===== src/rtl/uart_pkg.sv =====
// Shared UART definitions used by the receive FIFO here and by the transmit
// side in MMIO_Cntr: receiver state encoding, data width and baud divisor helper.
package uart_pkg;

    localparam int UART_DATA_BITS = 8;

    typedef enum logic [2:0] {
        RX_WAIT_IDLE = 3'd0,
        RX_IDLE      = 3'd1,
        RX_START     = 3'd2,
        RX_DATA      = 3'd3,
        RX_PARITY    = 3'd4,
        RX_STOP      = 3'd5
    } UartRxState;

    // Clocks per serial bit, integer-truncated (27 MHz / 115200 -> 234).
    function automatic int clks_per_bit(input int mhz, input int baud);
        return (mhz * 1_000_000) / baud;
    endfunction

endpackage


===== src/rtl/uart_rx_fifo_sync_fifo.sv =====
// sync_fifo: single-clock first-word-fall-through FIFO.
// The head entry is presented on pop_data whenever the FIFO is non-empty and
// pop_data reads as zero when it is empty. A pop on an empty FIFO is ignored.
// A push while full is accepted only if a pop happens in the same cycle.
module sync_fifo #(
    parameter int WIDTH       = 8,
    parameter int DEPTH_WIDTH = 4
) (
    input  logic                   clk,
    input  logic                   reset,
    input  logic                   push,
    input  logic [WIDTH-1:0]       push_data,
    input  logic                   pop,
    output logic [WIDTH-1:0]       pop_data,
    output logic                   full,
    output logic                   empty,
    output logic [DEPTH_WIDTH:0]   count
);

    localparam int DEPTH = 1 << DEPTH_WIDTH;
    localparam logic [DEPTH_WIDTH:0] FULL_COUNT = (DEPTH_WIDTH + 1)'(DEPTH);

    logic [WIDTH-1:0]       mem [DEPTH];
    logic [DEPTH_WIDTH-1:0] wr_ptr;
    logic [DEPTH_WIDTH-1:0] rd_ptr;
    logic [DEPTH_WIDTH:0]   count_q;
    logic                   do_push;
    logic                   do_pop;

    assign empty    = (count_q == '0);
    assign full     = (count_q == FULL_COUNT);
    assign count    = count_q;
    assign do_pop   = pop && !empty;
    assign do_push  = push && (!full || do_pop);
    assign pop_data = empty ? '0 : mem[rd_ptr];

    // Storage write; contents need no reset because empty masks the output.
    always_ff @(posedge clk) begin
        if (do_push) begin
            mem[wr_ptr] <= push_data;
        end
    end

    // Pointers wrap modulo depth; occupancy is tracked in its own register.
    always_ff @(posedge clk or posedge reset) begin
        if (reset) begin
            wr_ptr  <= '0;
            rd_ptr  <= '0;
            count_q <= '0;
        end else begin
            if (do_push) begin
                wr_ptr <= wr_ptr + 1'b1;
            end
            if (do_pop) begin
                rd_ptr <= rd_ptr + 1'b1;
            end
            if (do_push && !do_pop) begin
                count_q <= count_q + 1'b1;
            end else if (do_pop && !do_push) begin
                count_q <= count_q - 1'b1;
            end
        end
    end

endmodule


===== src/rtl/uart_rx_fifo.sv =====
// uart_rx_fifo: 8-bit UART receiver feeding a byte FIFO read by MMIO_Cntr.
// Optional feature macro: UART_RX_PARITY_EN (8E1 framing with parity_error
// output); when undefined the frame is 8N1.
//
// Read handshake: rvalid high means rdata holds the oldest byte; asserting pop
// while rvalid is high consumes that byte on the next clock edge; pop while
// rvalid is low has no effect. There is no backpressure towards the line:
// a byte arriving while the FIFO is full is dropped and sets overflow.
module uart_rx_fifo
    import uart_pkg::*;
#(
    parameter int FMAX_MHz    = 27,
    parameter int BAUD_RATE   = 115200,
    parameter int DEPTH_WIDTH = 4
) (
    input  logic                   clk,
    input  logic                   reset,
    input  logic                   uart_rx,
    output logic                   rvalid,
    output logic [7:0]             rdata,
    input  logic                   pop,
    output logic [DEPTH_WIDTH:0]   count,
    output logic                   overflow,
    output logic                   frame_error,
`ifdef UART_RX_PARITY_EN
    output logic                   parity_error,
`endif
    input  logic                   clear_err,
    output logic [2:0]             state_dbg
);

    localparam int CPB = clks_per_bit(FMAX_MHz, BAUD_RATE);
    localparam int CW  = (CPB > 1) ? $clog2(CPB) : 1;
    localparam logic [CW-1:0] BIT_END  = CW'(CPB - 1);
    localparam logic [CW-1:0] HALF_END = CW'(CPB / 2 - 1);
    localparam logic [2:0] LAST_BIT    = 3'(UART_DATA_BITS - 1);

    localparam logic [2:0] S_WAIT_IDLE = RX_WAIT_IDLE;
    localparam logic [2:0] S_IDLE      = RX_IDLE;
    localparam logic [2:0] S_START     = RX_START;
    localparam logic [2:0] S_DATA      = RX_DATA;
`ifdef UART_RX_PARITY_EN
    localparam logic [2:0] S_PARITY    = RX_PARITY;
`endif
    localparam logic [2:0] S_STOP      = RX_STOP;

    logic                      rx_meta;
    logic                      rx_s;
    logic [2:0]                state;
    logic [CW-1:0]             baud_cnt;
    logic [2:0]                bit_cnt;
    logic [UART_DATA_BITS-1:0] shreg;
    logic                      bit_end;
    logic                      half_end;
    logic                      par_ok;
    logic                      push;
    logic                      stop_bad;
    logic                      ovf_set;
    logic                      fifo_full;
    logic                      fifo_empty;

    assign bit_end   = (baud_cnt == BIT_END);
    assign half_end  = (baud_cnt == HALF_END);
    assign push      = (state == S_STOP) && bit_end && rx_s && par_ok;
    assign stop_bad  = (state == S_STOP) && bit_end && !rx_s;
    // A same-cycle pop frees a slot, so only a push into a full FIFO with no pop is lost.
    assign ovf_set   = push && fifo_full && !(pop && !fifo_empty);
    assign rvalid    = !fifo_empty;
    assign state_dbg = state;

    // Two-flop synchroniser; resets to the idle line level.
    always_ff @(posedge clk or posedge reset) begin
        if (reset) begin
            rx_meta <= 1'b1;
            rx_s    <= 1'b1;
        end else begin
            rx_meta <= uart_rx;
            rx_s    <= rx_meta;
        end
    end

    // Receive FSM with baud counter, bit counter and LSB-first shift register.
    always_ff @(posedge clk or posedge reset) begin
        if (reset) begin
            state    <= S_WAIT_IDLE;
            baud_cnt <= '0;
            bit_cnt  <= '0;
            shreg    <= '0;
        end else begin
            case (state)
                S_WAIT_IDLE: begin
                    if (!rx_s) begin
                        baud_cnt <= '0;
                    end else if (bit_end) begin
                        baud_cnt <= '0;
                        state    <= S_IDLE;
                    end else begin
                        baud_cnt <= baud_cnt + 1'b1;
                    end
                end
                S_IDLE: begin
                    baud_cnt <= '0;
                    bit_cnt  <= '0;
                    if (!rx_s) begin
                        state <= S_START;
                    end
                end
                S_START: begin
                    if (half_end) begin
                        baud_cnt <= '0;
                        state    <= rx_s ? S_IDLE : S_DATA;
                    end else begin
                        baud_cnt <= baud_cnt + 1'b1;
                    end
                end
                S_DATA: begin
                    if (bit_end) begin
                        baud_cnt <= '0;
                        shreg    <= {rx_s, shreg[UART_DATA_BITS-1:1]};
                        bit_cnt  <= bit_cnt + 1'b1;
                        if (bit_cnt == LAST_BIT) begin
`ifdef UART_RX_PARITY_EN
                            state <= S_PARITY;
`else
                            state <= S_STOP;
`endif
                        end
                    end else begin
                        baud_cnt <= baud_cnt + 1'b1;
                    end
                end
`ifdef UART_RX_PARITY_EN
                S_PARITY: begin
                    if (bit_end) begin
                        baud_cnt <= '0;
                        state    <= S_STOP;
                    end else begin
                        baud_cnt <= baud_cnt + 1'b1;
                    end
                end
`endif
                S_STOP: begin
                    if (bit_end) begin
                        baud_cnt <= '0;
                        state    <= rx_s ? S_IDLE : S_WAIT_IDLE;
                    end else begin
                        baud_cnt <= baud_cnt + 1'b1;
                    end
                end
                default: begin
                    state    <= S_WAIT_IDLE;
                    baud_cnt <= '0;
                end
            endcase
        end
    end

`ifdef UART_RX_PARITY_EN
    logic par_set;
    assign par_set = (state == S_PARITY) && bit_end && (rx_s != ^shreg);

    // Parity verdict for the frame in flight; re-armed at every start bit.
    always_ff @(posedge clk or posedge reset) begin
        if (reset) begin
            par_ok <= 1'b1;
        end else if (state == S_START) begin
            par_ok <= 1'b1;
        end else if (par_set) begin
            par_ok <= 1'b0;
        end
    end

    // Sticky parity error; a new error wins over clear_err.
    always_ff @(posedge clk or posedge reset) begin
        if (reset) begin
            parity_error <= 1'b0;
        end else if (par_set) begin
            parity_error <= 1'b1;
        end else if (clear_err) begin
            parity_error <= 1'b0;
        end
    end
`else
    assign par_ok = 1'b1;
`endif

    // Sticky overflow and framing flags; a new error wins over clear_err.
    always_ff @(posedge clk or posedge reset) begin
        if (reset) begin
            overflow    <= 1'b0;
            frame_error <= 1'b0;
        end else begin
            if (ovf_set) begin
                overflow <= 1'b1;
            end else if (clear_err) begin
                overflow <= 1'b0;
            end
            if (stop_bad) begin
                frame_error <= 1'b1;
            end else if (clear_err) begin
                frame_error <= 1'b0;
            end
        end
    end

    sync_fifo #(
        .WIDTH       (UART_DATA_BITS),
        .DEPTH_WIDTH (DEPTH_WIDTH)
    ) u_fifo (
        .clk       (clk),
        .reset     (reset),
        .push      (push),
        .push_data (shreg),
        .pop       (pop),
        .pop_data  (rdata),
        .full      (fifo_full),
        .empty     (fifo_empty),
        .count     (count)
    );

endmodule

===== config.mk =====
export PLATFORM = sky130hd
export DESIGN_NAME = uart_rx_fifo
export DESIGN_NICKNAME = d
export VERILOG_FILES = /design/src/rtl/uart_pkg.sv /design/src/rtl/uart_rx_fifo_sync_fifo.sv /design/src/rtl/uart_rx_fifo.sv
export SDC_FILE = /design/constraint.sdc
export NUM_CORES = 1
export LEC_CHECK = 0
export BUFFER_PORTS_ARGS = -buffer_cell sky130_fd_sc_hd__buf_2
export CAP_MARGIN = 10
export CELL_PAD_IN_SITES_DETAIL_PLACEMENT = 1
export CELL_PAD_IN_SITES_GLOBAL_PLACEMENT = 1
export CORE_UTILIZATION = 30
export DETAILED_ROUTE_END_ITERATION = 10
export GPL_TIMING_DRIVEN = 0
export MAX_ROUTING_LAYER = met4
export PLACE_DENSITY = 0.6
export SYNTH_ARGS = -nofsm -noshare
export SYNTH_HDL_FRONTEND = slang
export SYNTH_SLANG_ARGS = --single-unit

===== constraint.sdc =====
create_clock -name clk -period 5.45 [get_ports clk]
set_input_delay 0.2725 -clock clk [delete_from_list [all_inputs] [get_ports clk]]
set_output_delay 0.2725 -clock clk [all_outputs]
set_load 0.005 [all_outputs]

# Word level (Yosys, flattened, before mapping)

Memory sizes are Yosys's and may differ from the RTL's.
Cells that the tools add are included.

Add/sub/neg operators: 6
Multiply operators: 0
Divide/modulo/power cells: 0
Magnitude comparators: 0
Equal/unequal tests: 15
Shifts and indexed selects: 0
Mux-type cells: 24
Bitwise operators: 0
Reduce and logical (&&, ||, !) cells: 25

Operator list:

| cell                | number |
|---|---|
| $mux 8              | 4 |
| $mux 3              | 8 |
| $pmux 8 s3          | 1 |
| $pmux 3 s5          | 1 |
| $ne 2x2->1 const B  | 7 |
| $mux 5              | 2 |
| $logic_and 1x1->1   | 9 |
| $add 4x1->4 const B | 2 |
| $add 8x1->8 const B | 1 |
| $eq 8x7->1 const B  | 1 |
| $eq 8x8->1 const B  | 1 |
| $reduce_bool 2->1   | 4 |
| $reduce_and 7->1    | 1 |
| $eq 3x2->1 const B  | 2 |
| $eq 3x3->1 const B  | 2 |
| $mux 1              | 6 |
| $pmux 3 s2          | 1 |
| $add 5x1->5 const B | 1 |
| $eq 5x5->1 const B  | 1 |
| $logic_not 1->1     | 5 |
| $logic_not 5->1     | 1 |
| $sub 5x1->5 const B | 1 |
| $reduce_and 2->1    | 2 |
| $add 3x1->3 const B | 1 |
| 5 further kinds     | 5 |

Register bits after elaboration: 39
Bits in latches: 0
Memory bits (writable): 128
Bits in read-only memories: 0
Input bits: 5
Output and inout port bits: 19
Logic and storage cells: 82
Memories kept: 1

Memories:

| memory     | depth | bits a word | read ports | clocked after Yosys merged registers in | wr ports | line                         | RTL |
|---|---|---|---|---|---|---|---|
| u_fifo.mem | 16    | 8           | 1          | 0                                       | 1        | uart_rx_fifo_sync_fifo.sv:23 | `logic [WIDTH-1:0] mem [DEPTH];` |

# Depth between registers and ports, before layout

Depth in word-level cells: 9
Mapped depth: 11
Gate-level depth less buffers: 11

# Hierarchy

From an unflattened synthesis, not the netlist that was laid out.

Cells, all modules: 413
Area total of the unflattened synthesis: 7061.8 um^2

By module, submodules not included:

| module       | times used | cells an instance | area each (um^2) | sequential area each (um^2) |
|---|---|---|---|---|
| sync_fifo    | 1          | 299               | 5765.5           | 4169.0 |
| uart_rx_fifo | 1          | 114               | 1296.2           | 653.1 |

# Worst setup path after synthesis

OpenSTA, ideal clock, no wires.

Path kind: register -> register
From: register state[1], in the netlist state_dbg[1]
To: register u_fifo.count_q[4], in the netlist u_fifo.count[4]
Library setup time: 0.136 ns
Arrival: 2.849 ns
Data required time: 5.314 ns
Slack: 2.464 ns
Cell stages (with the launch flop): 10
Buffers on the path: 1
Clock period less this slack: 2.986 ns
Cell sequence: dfrtp_1 > clkbuf_1 > nand4b_1 > a2111oi_4 > ha_1 > inv_1 > fa_1 > a21o_1 > a2111oi_0 > o31ai_1

Longest elaborated chain between the ends: 7
Elaborated cells on any way between the ends: 9
Those cells by class: eq/ne: 1; mux: 1; reduce/logical: 7

Ends and longest elaborated chain:

| item                                | line                         | RTL |
|---|---|---|
| from (decl)                         | uart_rx_fifo.sv:49           | `logic [2:0] state;` |
| from (signal assigned)              | uart_rx_fifo.sv:111          | `state <= rx_s ? S_IDLE : S_DATA;` |
| from (signal assigned)              | uart_rx_fifo.sv:145          | `state <= rx_s ? S_IDLE : S_WAIT_IDLE;` |
| $eq 3x3->1 (*)                      | uart_rx_fifo.sv:64           | `assign push = (state == S_STOP) && bit_end && rx_s && par_ok;` |
| $logic_and 1x1->1 (*) (2 in series) | uart_rx_fifo.sv:64           |  |
| $logic_and 1x1->1 (*)               | uart_rx_fifo_sync_fifo.sv:34 | `assign do_push = push && (!full \|\| do_pop);` |
| named net u_fifo.do_push            | uart_rx_fifo_sync_fifo.sv:27 | `logic do_push;` |
| $logic_not 1->1                     | uart_rx_fifo_sync_fifo.sv:59 | `end else if (do_pop && !do_push) begin` |
| $logic_and 1x1->1                   | uart_rx_fifo_sync_fifo.sv:59 |  |
| $reduce_bool 2->1 (no source line)  | --                           |  |
| to (signal assigned)                | uart_rx_fifo_sync_fifo.sv:58 | `count_q <= count_q + 1'b1;` |
| to (signal assigned)                | uart_rx_fifo_sync_fifo.sv:60 | `count_q <= count_q - 1'b1;` |
| to (decl)                           | uart_rx_fifo_sync_fifo.sv:26 | `logic [DEPTH_WIDTH:0] count_q;` |

Mark *: on every way through the listed nets, which the timed path passes. The rest lies on a longest branch.
A chain may end at the register's enable or synchronous reset.

# Worst setup path after layout

From: register u_fifo.count_q[0], in the netlist u_fifo.count[0]
To: register u_fifo.count_q[4], in the netlist u_fifo.count[4]

Longest elaborated chain between the ends: 8
Elaborated cells on any way between the ends: 16
Those cells by class: add/sub: 2; eq/ne: 1; mux: 2; reduce/logical: 11

Ends and longest elaborated chain:

| item |
|---|
| branches (longest 8 deep; another with $sub 5x1->5) |

Parallel ways; which one is timed is not known. The select of a mux whose other input is x is not followed.

==> impl_metrics.json <==
{
  "synth-edff-count": 128,
  "seq_power_share": 0.451,
  "drt_first_pass_iters": 5,
  "die_area_um2": 23950,
  "synth_cell_type_count": 45,
  "io_buffers": 23,
  "wire_per_inst_um": 19.32,
  "tns_ns": 0,
  "reg2regPathDepth": 9,
  "cap_violations": 0,
  "num_vias": 3702,
  "grt_usage": 0.1404,
  "syn-num-nets": 436,
  "syn_inst": 416,
  "first_iter_violations": 204,
  "clock-sinks": 167,
  "drc": 0,
  "relSlewSlack": 0.3921,
  "antenna_left": 0,
  "syn-cell-area_um2": 7000,
  "antenna_found_initial": 0,
  "worst-path-buf-inv": 1,
  "internal-power_mw": 2.291,
  "fin_nets": 483,
  "ir_drop_uv": 190.3,
  "yosysWarnings": 0,
  "cpLargestDelayFamily": "simple AND/OR/NAND/NOR gates",
  "leakage_nw": 3.147,
  "crit_chain": "nor4_1, nand2b_1, nand2_1, ha_1, inv_1, fa_1, a21o_1, a2111oi_0, o31ai_1",
  "final_common_cell": "edfxtp_1",
  "drive_above_1_share": 0.2547,
  "finalMaxSlewViolations": 0,
  "fp.dieH_um": 154.8,
  "crit_slowest_cell": "nor4_1",
  "insertion_delay_ns": 0.42,
  "initial_core_util": 0.3073,
  "ys_ff_latch": 167,
  "core_um2": 22780,
  "max-clock-path-buffers": 2,
  "max_freq_mhz": 276.8,
  "status": "complete, no violations",
  "critical_path_arrival_ns": 3.91,
  "switching_share": 0.2791,
  "cp.required_ns": 5.75,
  "final_cell_mix": "128 x edfxtp_1, 37 x dfrtp_1, 33 x buf_2",
  "report.final.setup_viol": 0,
  "final_cell_area_um2": 8093,
  "hold_path.class": "primary input to asynchronous set/reset pin",
  "cp_num_cells": 9,
  "switchingPower_mw": 0.8870,
  "die_w_um": 154.8,
  "grt_pass1_vias": 3974,
  "worst_pin_slew_ns": 0.9049,
  "htree_levels": 4,
  "grt_pass1_wl_um": 23540,
  "p_comb_frac": 0.189,
  "grt_start_max_net_pins": 40,
  "power_mw": 3.178,
  "hold_violations": 0,
  "ios": 24,
  "rows": 55,
  "synth_area_per_cell_um2": 16.83,
  "worstPathMaxFanout": 6,
  "min_period_over_period": 0.6628,
  "gr-total-overflow": 0,
  "syn2layout_area_growth_pct": 15.60,
  "gp_congestion": 0.8035,
  "fin_skew_ns": 0.008996,
  "cts_root_buf": "clkbuf_16",
  "power_density_nw_per_um2": 392.7,
  "rsz0062_at_grt": "false",
  "path_class": "register to register",
  "ys_seq_area_frac": 0.6888,
  "async_reset_ff_frac": 0.2335,
  "cts_buffers": 17,
  "dp.final_hpwl_um": 9891,
  "placed_area_um2": 7522,
  "via_per_inst": 4.698,
  "post-route-util": 0.3553,
  "critPathMaxStageDelay_ns": 0.81,
  "diodes": 0,
  "startpoint_type": "register",
  "synth-main-ff-cell": "edfxtp_1",
  "ctsResizeCount": 0,
  "clkPwrFrac": 0.360,
  "crit_path_end_kind": "register",
  "cts_tree": "built",
  "whs_ns": 0.01544,
  "drt_wl_total_um": 15220,
  "post-route-min-period_ns": 3.612,
  "path_clk_slew_ns": 0.06
}
[cell type report]
| cell class | count | area, µm² |
|---|---|---|
| inverter | 8 | 30.03 |
| multi-input combinational | 220 | 2058 |
| clock buffer | 18 | 429.2 |
| fill | 2330 | 14690 |
| tap | 313 | 391.6 |
| clock inverter | 13 | 118.9 |
| sequential | 167 | 4822 |
| buffer | 21 | 90.09 |
| timing repair buffer | 28 | 152.6 |
[final timing paths]
kind                               endpoint  slack, ns       startpoint
setup / recovery            u_fifo.count[4]       1.84  u_fifo.count[0]
hold / removal              u_fifo.count[0]       0.02            reset
setup reg to reg            u_fifo.count[4]       1.84  u_fifo.count[0]
hold reg to reg                        rx_s       0.36          rx_meta
max in group asynchronous  u_fifo.rd_ptr[1]       4.89            reset
min in group clk                frame_error       0.06        clear_err
[metal layers]
metal | share of wire | vias to the layer above | global-route usage
li1 | - | 1697 | -
met1 | 0.48 | 1927 | 0.1864
met2 | 0.47 | 68 | 0.2127
met3 | 0.036 | 10 | 0.02858
met4 | 0.0095 | 0 | 0.05281
met5 | 0 | - | -
[power groups by stage]
stage / clock [mW] / sequential [mW] / combinational, mW
floorplan: 0 / 1.45 / 0.430
global placement: 0 / 1.46 / 0.593
detailed placement: 0 / 1.46 / 0.611
CTS: 1.17 / 1.43 / 0.614
global route: 1.22 / 1.44 / 0.664
finish: 1.14 / 1.43 / 0.600
[timing repair]
item,in CTS,in global routing
hold endpoints to repair,1,0
hold buffers,1,0
buffers inserted,0,0
[Yosys cell counts (2+ instances only)]
master      n  area [µm²]
a21o_1      3       22.52
a21oi_1    13       65.06
and3_1      2       12.51
buf_1       3       11.26
buf_2       9       45.04
clkbuf_1    9       33.78
dfrtp_1    37       925.9
dfstp_2     2       52.55
edfxtp_1  128        3844
ha_1       14       175.2
inv_1       8       30.03
mux2_2     18       202.7
mux2i_1    10       100.1
mux4_2     32       720.7
nand2_1    22       82.58
nand2b_1    4       25.02
nand3_1     8       40.04
nand3b_1    3       22.52
nand4_1     2       12.51
nor2_1     23       86.33
nor2b_1     4       25.02
nor3_1     10       50.05
o21ai_0    15       75.07
o31ai_1     2       15.01
xnor2_1    12       105.1
xor2_1      4       35.03
[cells by family (layout without fill, tap and decap cells)]
kind of cell    after synthesis  in the layout  synth area share
flops                       167            167            0.6888
mux                          60             60            0.1462
xor+xnor                     16             16           0.02002
compound gates               41             41           0.03753
simple gates                 88             88           0.06238
fa+ha+maj                    15             15           0.02788
buf+inv                      29             88           0.01716
[flip-flops by register name, summed over array words and instances (netlist names)]
register / cells
frame_error: 1
rx_s: 1
state_dbg: 3
overflow: 1
u_fifo.mem: 128
shreg: 8
bit_cnt: 3
u_fifo.rd_ptr: 4
rx_meta: 1
baud_cnt: 8
u_fifo.count: 5
u_fifo.wr_ptr: 4
[per-stage QoR]
stage	cells	setup slack, ns
2_1_floorplan	416	2.464
3_3_place_gp	752	1.922
3_5_place_dp	754	1.846
4_1_cts	786	1.819
5_1_grt	788	1.517
6_report	788	1.838
Note: power is estimated with default switching activity, not from simulation.
